`src/rtl/calculator_pkg.sv`:
```
// Shared widths and FSM state encoding for the calculator controller.
package calculator_pkg;

  localparam int DATA_W        = 32;
  localparam int MEM_WORD_SIZE = 64;

  typedef enum logic [2:0] {
    IDLE  = 3'd0,
    READ  = 3'd1,
    LATCH = 3'd2,
    ADD   = 3'd3,
    WRITE = 3'd4,
    DONE  = 3'd5
  } state_e;

endpackage

```
`src/rtl/calc_controller.sv`:
```
// Sequencer that reads operand words, feeds the adder two halves at a time and writes results.
// Define CALC_CTRL_CNT_EN to add the word_cnt_o output-word counter.
module calc_controller
  import calculator_pkg::*;
#(
  parameter int ADDR_W = 10
) (
  input  logic                     clk_i,
  input  logic                     rst_i,
  input  logic                     start_i,
  input  logic [ADDR_W-1:0]        read_start_addr_i,
  input  logic [ADDR_W-1:0]        read_end_addr_i,
  input  logic [ADDR_W-1:0]        write_start_addr_i,
  input  logic [ADDR_W-1:0]        write_end_addr_i,
  output logic                     mem_re_o,
  output logic                     mem_we_o,
  output logic [ADDR_W-1:0]        mem_addr_o,
  input  logic [MEM_WORD_SIZE-1:0] mem_rdata_i,
  output logic [MEM_WORD_SIZE-1:0] mem_wdata_o,
  output logic [DATA_W-1:0]        op_a_o,
  output logic [DATA_W-1:0]        op_b_o,
  output logic                     loc_sel_o,
  input  logic [MEM_WORD_SIZE-1:0] buffer_i,
  output logic                     busy_o,
`ifdef CALC_CTRL_CNT_EN
  output logic [ADDR_W:0]          word_cnt_o,
`endif
  output logic                     done_o
);

  state_e              state_q, state_d;
  logic [ADDR_W-1:0]   rd_ptr_q, rd_ptr_d;
  logic [ADDR_W-1:0]   wr_ptr_q, wr_ptr_d;
  logic [ADDR_W-1:0]   rd_end_q, rd_end_d;
  logic [ADDR_W-1:0]   wr_end_q, wr_end_d;
  logic                half_q, half_d;
  logic                rd_last_q, rd_last_d;
  logic [DATA_W-1:0]   op_a_q, op_a_d;
  logic [DATA_W-1:0]   op_b_q, op_b_d;

  always_comb begin
    state_d   = state_q;
    rd_ptr_d  = rd_ptr_q;
    wr_ptr_d  = wr_ptr_q;
    rd_end_d  = rd_end_q;
    wr_end_d  = wr_end_q;
    half_d    = half_q;
    rd_last_d = rd_last_q;
    op_a_d    = op_a_q;
    op_b_d    = op_b_q;

    unique case (state_q)
      IDLE: begin
        if (start_i) begin
          rd_ptr_d  = read_start_addr_i;
          wr_ptr_d  = write_start_addr_i;
          rd_end_d  = read_end_addr_i;
          wr_end_d  = write_end_addr_i;
          half_d    = 1'b0;
          rd_last_d = 1'b0;
          if ((read_start_addr_i > read_end_addr_i) ||
              (write_start_addr_i > write_end_addr_i)) begin
            state_d = DONE;
          end else begin
            state_d = READ;
          end
        end
      end
      // Once the end address has been read the pointer parks there, so an odd
      // operand count re-reads the last word for the upper half.
      READ: begin
        if (rd_ptr_q == rd_end_q) begin
          rd_last_d = 1'b1;
        end else begin
          rd_ptr_d = rd_ptr_q + ADDR_W'(1);
        end
        state_d = LATCH;
      end
      LATCH: begin
        op_a_d  = mem_rdata_i[DATA_W-1:0];
        op_b_d  = mem_rdata_i[MEM_WORD_SIZE-1:DATA_W];
        state_d = ADD;
      end
      ADD: begin
        half_d  = ~half_q;
        state_d = half_q ? WRITE : READ;
      end
      WRITE: begin
        if (rd_last_q || (wr_ptr_q == wr_end_q)) begin
          state_d = DONE;
        end else begin
          wr_ptr_d = wr_ptr_q + ADDR_W'(1);
          state_d  = READ;
        end
      end
      DONE:    state_d = IDLE;
      default: state_d = IDLE;
    endcase
  end

  always_ff @(posedge clk_i or posedge rst_i) begin
    if (rst_i) begin
      state_q   <= IDLE;
      rd_ptr_q  <= '0;
      wr_ptr_q  <= '0;
      rd_end_q  <= '0;
      wr_end_q  <= '0;
      half_q    <= 1'b0;
      rd_last_q <= 1'b0;
      op_a_q    <= '0;
      op_b_q    <= '0;
    end else begin
      state_q   <= state_d;
      rd_ptr_q  <= rd_ptr_d;
      wr_ptr_q  <= wr_ptr_d;
      rd_end_q  <= rd_end_d;
      wr_end_q  <= wr_end_d;
      half_q    <= half_d;
      rd_last_q <= rd_last_d;
      op_a_q    <= op_a_d;
      op_b_q    <= op_b_d;
    end
  end

  // Strobes decode straight from the state register so reset removes them at once.
  assign mem_re_o    = (state_q == READ);
  assign mem_we_o    = (state_q == WRITE);
  assign mem_addr_o  = mem_re_o ? rd_ptr_q : (mem_we_o ? wr_ptr_q : '0);
  assign mem_wdata_o = mem_we_o ? buffer_i : '0;
  assign op_a_o      = op_a_q;
  assign op_b_o      = op_b_q;
  assign loc_sel_o   = half_q;
  assign busy_o      = (state_q != IDLE);
  assign done_o      = (state_q == DONE);

`ifdef CALC_CTRL_CNT_EN
  localparam int CNT_W = ADDR_W + 1;
  logic [CNT_W-1:0] word_cnt_q, word_cnt_d;

  always_comb begin
    word_cnt_d = word_cnt_q;
    if ((state_q == IDLE) && start_i) begin
      word_cnt_d = '0;
    end else if (state_q == WRITE) begin
      word_cnt_d = word_cnt_q + CNT_W'(1);
    end
  end

  always_ff @(posedge clk_i or posedge rst_i) begin
    if (rst_i) begin
      word_cnt_q <= '0;
    end else begin
      word_cnt_q <= word_cnt_d;
    end
  end

  assign word_cnt_o = word_cnt_q;
`endif

endmodule

```
`config.mk`:
```
export PLATFORM = sky130hd
export DESIGN_NAME = calc_controller
export DESIGN_NICKNAME = d
export VERILOG_FILES = /design/src/rtl/calculator_pkg.sv /design/src/rtl/calc_controller.sv
export SDC_FILE = /design/constraint.sdc
export NUM_CORES = 1
export LEC_CHECK = 0
export CELL_PAD_IN_SITES_DETAIL_PLACEMENT = 0
export CELL_PAD_IN_SITES_GLOBAL_PLACEMENT = 1
export CORE_ASPECT_RATIO = 1.75
export CORE_MARGIN = 2
export CORE_UTILIZATION = 31
export DETAILED_ROUTE_END_ITERATION = 6
export HOLD_SLACK_MARGIN = 0.12
export PLACE_DENSITY_LB_ADDON = 0.1
export SETUP_SLACK_MARGIN = 0.4
export SLEW_MARGIN = 20
export SYNTH_ARGS = -nofsm -noshare
export SYNTH_HDL_FRONTEND = slang
export SYNTH_SLANG_ARGS = --single-unit
```
`constraint.sdc`:
```
create_clock -name clk_i -period 8.1 [get_ports clk_i]
set_clock_uncertainty 0.2 [all_clocks]
set_input_delay 2.43 -clock clk_i [delete_from_list [all_inputs] [get_ports clk_i]]
set_output_delay 2.43 -clock clk_i [all_outputs]
set_load 0.005 [all_outputs]
```
==> results of run 1 <==
-- cell usage after synthesis (2+ instances only) --
cell	count	share of area [%]
o22ai_1	7	0.74
nor3_1	8	0.68
nand3_1	10	0.85
o32ai_1	5	0.74
a22o_1	6	0.89
o32a_1	2	0.34
o21ai_0	33	2.8
and3_1	66	7.0
mux2_2	65	12
nor4b_1	6	0.89
o311ai_0	2	0.30
nand2_1	54	3.4
ha_1	22	4.7
a21o_1	3	0.38
a31oi_1	4	0.42
nor4_1	3	0.32
a21oi_1	26	2.2
nand2b_1	2	0.21
nor2_1	18	1.1
nor3b_1	2	0.25
clkbuf_1	27	1.7
nand4_1	8	0.85
or2_2	3	0.32
o31a_1	2	0.30
a21oi_2	2	0.30
inv_1	30	1.9
a211oi_1	2	0.25
dfrtp_1	109	46
xnor2_1	12	1.8
nor2b_1	2	0.21
xor2_1	8	1.2
o31ai_1	3	0.38
buf_2	9	0.76
buf_1	2	0.13
-- registers in the layout, indices dropped and copies added, names as in the netlist --
register and count:
loc_sel_o 1, op_a_o 32, op_b_o 32, rd_end_q 10, rd_last_q 1, rd_ptr_q 10
state_q 3, wr_end_q 10, wr_ptr_q 10
-- per-layer routing --
| layer | track usage (%) | up-vias | wire length [um] |
|---|---|---|---|
| met2 | 36.67 | 232 | 10960 |
| li1 | - | 2652 | - |
| met5 | 0 | - | 13 |
| met3 | 7.684 | 31 | 1948 |
| met1 | 22.80 | 2641 | 7809 |
| met4 | 7.347 | 2 | 590 |
-- through the flow --
stage,worst slack [ps],cells
finish,1836,1115
detailed placement,1867,1099
CTS,1855,1115
floorplan,2596,582
global route,1824,1115
global placement,1886,1099
-- cells in the final DEF, fill, tap and decap left out, types with 3 or more instances in the layout --
master / count
o21ai_0: 33
clkbuf_16: 9
nand2_1: 54
mux2_2: 65
ha_1: 22
o32ai_1: 5
nor2_1: 17
a21o_1: 3
o31ai_1: 3
nand4_1: 8
or2_2: 3
a22o_1: 6
clkdlybuf4s50_1: 313
clkinv_8: 3
buf_4: 7
and3_1: 66
nor4_1: 3
xor2_1: 8
nand3_1: 10
a21oi_1: 26
a31oi_1: 4
dfrtp_1: 109
nor4b_1: 5
nor3_1: 8
xnor2_1: 12
inv_1: 29
o22ai_1: 7
-- cell type report --
type | instances | area [um2] | area share, %
Clock buffer | 9 | 225.2 | 2.356
Clock inverter | 7 | 112.6 | 1.178
Inverter | 31 | 123.9 | 1.296
Multi-Input combinational cell | 401 | 2888 | 30.21
Sequential cell | 109 | 2728 | 28.53
Tap cell | 238 | 297.8 | 3.115
Timing Repair Buffer | 320 | 3186 | 33.32
-- tightest hold or removal path, cell delays in order, from the launching register on --
cell	delay (ps)
dfrtp_1	370
nand2_1	50
o21ai_0	60
-- logic make-up after synthesis --
logic type      Yosys count  synth area share [%]
simple gates            190                 17.41
xor+xnor                 20                 2.972
fa+ha+maj                22                 4.671
mux                      65                 12.42
flops                   109                 46.28
buf+inv                  72                 5.074
compound gates          104                 11.17
-- worst max path at each step --
stage / from / to / slack [ps] / cells after the start
5_1_grt: buffer_i[34] / mem_wdata_o[34] / 1820 / 3
6_report: buffer_i[34] / mem_wdata_o[34] / 1840 / 3
2_1_floorplan: rst_i / loc_sel_o / 2600 / 1
3_5_place_dp: buffer_i[34] / mem_wdata_o[34] / 1870 / 3
4_1_cts: buffer_i[34] / mem_wdata_o[34] / 1850 / 3
3_3_place_gp: buffer_i[9] / mem_wdata_o[9] / 1890 / 3
-- where the power goes --
part | total (mW) | switching, mW | internal (mW)
combinational | 1.58 | 0.668 | 0.908
clock | 0.493 | 0.238 | 0.255
sequential | 1.06 | 0.235 | 0.820
==> out/metrics.cfg, run 1 <==
[outcome]
outcome=completed

[floorplanning]
die_area_um2=20170
start_util_pct=31.72
rows=66
io_pins=314
dieWidth_um=108.2
core_area_um2=18580
die_y_um=186.4

[detailed_routing]
ant_nets=0
drt_iter0_markers=230
drc=0
viasPerCell=4.985
wl_per_cell_um=19.12
dr.pass1.iters=5
wl_mm=21.32
vias=5558

[synth]
synthArstFlopShare_pct=100.0
synth-seq-cells=109
yosysUniqueCellTypes=53
postSynthCellCount=582
yosysWarnings=0
synth_fp_nets=775
syn_area_per_cell_um2=10.13
synthFlopType=dfrtp_1
syn-cell-area_um2=5893
yosysSeqAreaShare_pct=46.28
synth_edf_count=0

[clocking]
ctsResizeCount=0
cts_tree=done
post-cts-setup-buffer-count=0
insertion_delay_ps=360
cts_buffers=9
cts_sinks=109
clk_path_buf_depth=2
htree_levels=3
clk_pin_slew_ps=80
cts_hold_buf=0
cts_root_buffer=clkbuf_16

[timing]
fin_crit_ps=6264
timing.slew.headroom_pct=46.17
grt_setup_unrepaired=no
hold_viol=0
setup_violations=0
fin_worst_hold_slack_ps=309.2
tns_ps=0
fin_crit_sh_pct=77.34
fmax_mhz=159.6
worstMarginPinSlew_ps=807.5
slew_viol_final=0

[finish]
fin_area_um2=9560
antenna_cells=0
layout-drive-gt1-share_pct=11.63
syn_to_final_growth_pct=62.23
num-nets-final=1065
fillers=1688
utilization_pct=51.45

[setup_path]
cpMostUsedCell=clkdlybuf4s50_1
crit_chain=clkdlybuf4s50_1 -> and3_1 -> clkdlybuf4s50_1
max_stage_delay_ps=560
cp_slowest_cell=clkdlybuf4s50_1
arrival_ps=3630
worst_ep_required_time_ps=5470
cp-end-kind=output pin
reg2reg_depth=5
rrSetupSlack_ps=5170
cp_top_family=buffers and inverters
regToRegStartpoint=wr_ptr_q[5]
start_kind=primary input
crit_path_max_fanout=1
setup.worst_path.class=in -> out
cp.buffers_inverters=2
r2r_end=wr_ptr_q[1]

[power_and_ir_drop]
power.total_mw=3.124
p_per_area_nw_per_um2=326.7
p_leak_nw=4.125
peakVddDrop_uv=179.0

[worst_hold_path]
min_path_cells=2
min_to=wr_end_q[8]
hp-start=wr_end_q[8]
hold_class=reg -> reg

[global_route]
grt_pass1_vias=5909
grt_pass1_wl_mm=32.71
grt-ovfl-total=0
grt_max_degree=75
grtUsageTotal_pct=20.92
antenna_found_initial=1

[run]
timing.max_cap.violations=0

[placement]
dpl-instance-area_um2=9223
place_hpwl_mm=16.62
gp_congestion=0.8929
port_buffers=313

No activity file was read; power rests on OpenSTA's default activity.
==> run 2: changes to the inputs <==
- CORE_UTILIZATION: 31 -> 26
- clock period: 8.1 -> 5.51 ns (I/O delays scaled with it)
==> run 2 against run 1 <==
Clock power up 34%; sequential share of layout area down 0.12 points; sequential power up 45%; power up 46%; hold slack worse by 9.3 ps; first-iteration DRC count up 30%; clock-buffer cell count up 1; critical path depth unchanged; register-to-register slack worse by 2500 ps; worst setup slack worse by 1000 ps.
==> out/metrics.cfg, run 2 (synthesis gave the netlist of run 1 again) <==
[clocking]
clk_path_buf_depth=2  ; unchanged
clk_pin_slew_ps=80  ; about the same
cts_sinks=109  ; unchanged
htree_levels=3  ; unchanged
cts_buffers=9  ; unchanged
cts_tree=done
insertion_delay_ps=360  ; about the same
post-cts-setup-buffer-count=0  ; unchanged
cts_hold_buf=0  ; unchanged
ctsResizeCount=0  ; unchanged
cts_root_buffer=clkbuf_16

[placement]
place_hpwl_mm=17.44  ; +4.9%
port_buffers=313  ; unchanged
dpl_worst_slack_ps=838.2  ; -1029 ps
gp_congestion=0.8874  ; -0.62%
dpl-instance-area_um2=9308  ; +0.92%
place_inst=1157  ; +5.3%

[finish]
layout_common_cells=313 x clkdlybuf4s50_1, 109 x dfrtp_1, 66 x and3_1
syn_to_final_growth_pct=62.93
fin_area_um2=9602  ; +0.43%
layout-drive-gt1-share_pct=11.52  ; -0.11 points
final_cells=1173  ; +5.2%
num-nets-final=1065  ; unchanged
antenna_cells=0  ; unchanged
final_common_cell=clkdlybuf4s50_1
utilization_pct=43.33  ; -8.1 points

[setup_path]
cp-startpoint=buffer_i[41]
regToRegStartpoint=state_q[2]
cp_top_family=buffers and inverters
endpoint=mem_wdata_o[41]
setup.worst_path.class=in -> out
reg2reg_depth=7  ; +2
crit_chain=clkdlybuf4s50_1 -> and3_1 -> clkdlybuf4s50_1
max_stage_delay_ps=550  ; about the same
arrival_ps=2840  ; -790 ps
cp-end-kind=output pin
path_depth=3  ; unchanged
worst_ep_required_time_ps=3660  ; -1810 ps
cp_slowest_cell=clkdlybuf4s50_1
cp.buffers_inverters=2  ; unchanged
start_kind=primary input
rrSetupSlack_ps=2650  ; -2520 ps
cpMostUsedCell=clkdlybuf4s50_1
crit_path_max_fanout=1  ; unchanged
r2r_end=rd_ptr_q[8]

[timing]
worstMarginPinSlew_ps=720.2  ; -87.33 ps
tns_ps=0  ; unchanged
slew_viol_final=0  ; unchanged
setup_violations=0  ; unchanged
hold_viol=0  ; unchanged
fmax_mhz=213.0
fin_ws_ps=814.4  ; -1021 ps
fin_crit_sh_pct=85.22
fin_crit_ps=4696
grt_setup_unrepaired=no
timing.slew.headroom_pct=51.58  ; +5.4 points

[global_route]
grtUsageTotal_pct=18.31  ; -2.6 points
grt-ovfl-total=0  ; unchanged
grt_max_degree=76  ; +1.3%
grt_pass1_wl_mm=34.17  ; +4.5%
grt_pass1_vias=5927  ; +0.30%
antenna_found_initial=1  ; unchanged

[detailed_routing]
drc=0  ; unchanged
viasPerCell=4.785  ; -4.0%
dr.pass1.iters=5  ; unchanged
vias=5613  ; +0.99%
ant_nets=0  ; unchanged
wl_mm=22.41  ; +5.1%
drt_iter0_markers=298  ; +30%
wl_per_cell_um=19.10  ; about the same

[floorplanning]
core_area_um2=22160  ; +19%
die_y_um=203.2  ; +9.0%
io_pins=314  ; unchanged
die_area_um2=23930  ; +19%
start_util_pct=26.59  ; -5.1 points
dieWidth_um=117.8  ; +8.9%
rows=72  ; +9.1%

[power_and_ir_drop]
p_leak_nw=4.112  ; -0.32%
peakVddDrop_uv=203.0  ; +13%
p_per_area_nw_per_um2=475.0  ; +45%

[worst_hold_path]
hp-start=wr_end_q[0]
hold_class=reg -> reg

[outcome]
outcome=completed

[run]
timing.max_cap.violations=0  ; unchanged

-- run 2: area by class of cell --
class,instances,area [um2]
Clock buffer,10,229.0
Clock inverter,6,65.06
Fill cell,2206,12560
Inverter,31,123.9
Multi-Input combinational cell,401,2888
Sequential cell,109,2728
Tap cell,296,370.4
Timing Repair Buffer,320,3198
-- run 2: worst register-to-register path, delay by kind of cell, from the launching register on --
family / cells / cell delay [ps]
simple gates: 3 / 820
flops: 1 / 360
compound gates: 2 / 820
buf+inv: 2 / 510
-- run 2: worst min path at each step --
stage / endpoint / slack (ps) / depth (start not counted)
2_1_floorplan: wr_end_q[0] / 270 / 2
3_3_place_gp: wr_end_q[0] / 280 / 2
3_5_place_dp: wr_end_q[0] / 280 / 2
4_1_cts: wr_end_q[0] / 300 / 2
5_1_grt: op_b_o[17] / 330 / 1
6_report: wr_end_q[0] / 300 / 2
-- run 2: where the power goes --
group          leakage, nW  switching [mW]  internal (mW)
logic                 2.67            1.03           1.34
clock network        0.144           0.337          0.322
registers             1.30           0.331           1.21
-- run 2: stage by stage --
| stage | power (mW) | hold slack, ps |
|---|---|---|
| CTS | 4.615 | 302.2 |
| global placement | 3.875 | 278.8 |
| detailed placement | 3.930 | 283.2 |
| finish | 4.561 | 300.0 |
| floorplan | 2.722 | 265.5 |
| global route | 4.884 | 327.6 |
-- run 2: per-layer routing --
layer	GRT usage, %	vias up	share of wire [%]
met3	6.348	23	8.6
met5	0	-	0.058
met2	33.39	243	52
met1	20.26	2687	37
met4	4.475	2	1.5
li1	-	2658	-
==> run 3: changes to the inputs <==
- CORE_UTILIZATION: 26 -> 27
- CTS_BUF_LIST: unset -> sky130_fd_sc_hd__clkbuf_4 sky130_fd_sc_hd__clkbuf_8
- SKIP_CTS_REPAIR_TIMING: unset -> 1
- TNS_END_PERCENT: unset -> 1
==> run 3 against run 2 <==
Flip-flop and latch count unchanged; critical path depth unchanged; non-clock buffer count increased by 1; global-route usage increased by 0.067 points; worst setup slack improved by 18 ps; via count decreased by 1.1%; sequential share of layout area increased by 0.36 points; core utilization increased by 0.78 points; combinational power about the same; final area decreased by 1.2%; hold slack improved by 19 ps; fmax increased by 0.38%; critical path type unchanged.
==> out/metrics.cfg, run 3 (synthesis gave the netlist of run 1 again) <==
[detailed_routing]
drc=0  ; unchanged
viasPerCell=4.747  ; -0.80%
ant_nets=0  ; unchanged
dr.pass1.iters=4  ; -1
drt_iter0_markers=196  ; -34%
vias=5554  ; -1.1%
wl_mm=21.78  ; -2.8%
wl_per_cell_um=18.62  ; -2.6%

[floorplanning]
die_area_um2=23070  ; -3.6%
io_pins=314  ; unchanged
die_y_um=199.4  ; -1.8%
core_area_um2=21500  ; -3.0%
start_util_pct=27.41  ; +0.82 points
dieWidth_um=115.7  ; -1.8%
rows=71  ; -1.4%

[finish]
final_common_cell=clkdlybuf4s50_1
final_cells=1170  ; -0.26%
antenna_cells=0  ; unchanged
num-nets-final=1066  ; +0.094%
layout_common_cells=313 x clkdlybuf4s50_1, 109 x dfrtp_1, 66 x and3_1
fillers=2143  ; -2.9%
syn_to_final_growth_pct=60.91
utilization_pct=44.11  ; +0.78 points
layout-drive-gt1-share_pct=11.73  ; +0.21 points

[setup_path]
path_depth=3  ; unchanged
r2r_end=op_b_o[27]
cpMostUsedCell=clkdlybuf4s50_1
cp-end-kind=output pin
crit_path_max_fanout=1  ; unchanged
rrSetupSlack_ps=2680  ; +30 ps
start_kind=primary input
worst_ep_required_time_ps=3660  ; about the same
regToRegStartpoint=state_q[2]
reg2reg_depth=5  ; -2
cp-startpoint=buffer_i[12]
cp_slowest_cell=clkdlybuf4s50_1
cp.buffers_inverters=2  ; unchanged
cp_top_family=buffers and inverters
setup.worst_path.class=in -> out
crit_chain=clkdlybuf4s50_1 -> and3_1 -> clkdlybuf4s50_1
arrival_ps=2820  ; -20 ps
max_stage_delay_ps=570  ; +20 ps

[worst_hold_path]
hp-start=op_b_o[9]
min_path_cells=1  ; -1
hold_class=reg -> reg
min_to=op_b_o[9]

[outcome]
outcome=completed

[clocking]
insertion_delay_ps=390  ; +30 ps
htree_levels=3  ; unchanged
cts_sinks=109  ; unchanged
cts_root_buffer=clkbuf_8
clk_path_buf_depth=2  ; unchanged
clk_pin_slew_ps=100  ; +20 ps
cts_tree=done
cts_buffers=9  ; unchanged

[power_and_ir_drop]
p_leak_nw=4.061  ; -1.2%
peakVddDrop_uv=259.6  ; +28%
p_per_area_nw_per_um2=459.8  ; -3.2%

[timing]
grt_setup_unrepaired=no
tns_ps=0  ; unchanged
timing.slew.headroom_pct=46.78  ; -4.8 points
worstMarginPinSlew_ps=798.3  ; +78.09 ps
fmax_mhz=213.8  ; +0.38%
setup_violations=0  ; unchanged
hold_viol=0  ; unchanged
slew_viol_final=0  ; unchanged
fin_crit_ps=4678  ; -17.93 ps
fin_crit_sh_pct=84.89  ; -0.33 points

[global_route]
antenna_found_initial=0  ; -1
grt_pass1_wl_mm=32.38  ; -5.2%
grtUsageTotal_pct=18.37  ; +0.067 points
grt_pass1_vias=5859  ; -1.1%
grt_max_degree=76  ; unchanged
grt-ovfl-total=0  ; unchanged

[run]
timing.max_cap.violations=0  ; unchanged

[placement]
place_hpwl_mm=17.01  ; -2.5%
place_inst=1154  ; -0.26%
port_buffers=313  ; unchanged
gp_congestion=0.8110  ; -8.6%

-- run 3: worst reg2reg max path: cells and delay by family (launching register included) --
family | cells | cell delay [ps]
flip-flops | 1 | 380
multiplexers | 1 | 440
AND/OR/NAND/NOR | 2 | 820
buffers and inverters | 2 | 880
-- run 3: cell type report --
| cell class | instances | area [um2] | area share, % |
|---|---|---|---|
| inverters | 31 | 123.9 | 1.306 |
| well taps | 292 | 365.4 | 3.853 |
| repair buffers | 321 | 3193 | 33.67 |
| clock buffers | 10 | 131.4 | 1.385 |
| flip-flops and latches | 109 | 2728 | 28.76 |
| clock inverters | 6 | 53.80 | 0.5674 |
| multi-input cells | 401 | 2888 | 30.45 |
-- run 3: layer usage --
metal | up-vias | part of all wire, % | GRT usage (%)
met5 | - | 0 | 0
met4 | 0 | 2.3 | 5.864
met3 | 32 | 8.6 | 6.946
met2 | 206 | 51 | 31.69
met1 | 2670 | 38 | 20.78
li1 | 2646 | - | -
-- run 3: how the worst max path moves through the flow --
stage | to | slack, ps
2_1_floorplan | loc_sel_o | 780
3_3_place_gp | mem_wdata_o[12] | 830
3_5_place_dp | mem_wdata_o[12] | 840
4_1_cts | mem_wdata_o[12] | 830
5_1_grt | mem_wdata_o[12] | 790
6_report | mem_wdata_o[12] | 830
-- run 3: where the power goes --
part | switching [mW] | leakage [nW] | internal [mW]
Clock | 0.306 | 0.0928 | 0.178
Combinational | 1.00 | 2.67 | 1.33
Sequential | 0.335 | 1.30 | 1.20
Total | 1.64 | 4.06 | 2.72
-- run 3: per-stage QoR --
step | worst slack (ps) | instance area, um2 | hold slack, ps | power, mW
6_report | 832.4 | 9483 | 319.3 | 4.360
5_1_grt | 786.3 | 9483 | 340.0 | 4.690
3_5_place_dp | 837.6 | 9298 | 294.2 | 3.902
2_1_floorplan | 783.1 | 5893 | 265.5 | 2.722
3_3_place_gp | 831.6 | 9298 | 289.0 | 3.860
4_1_cts | 829.1 | 9483 | 321.0 | 4.416
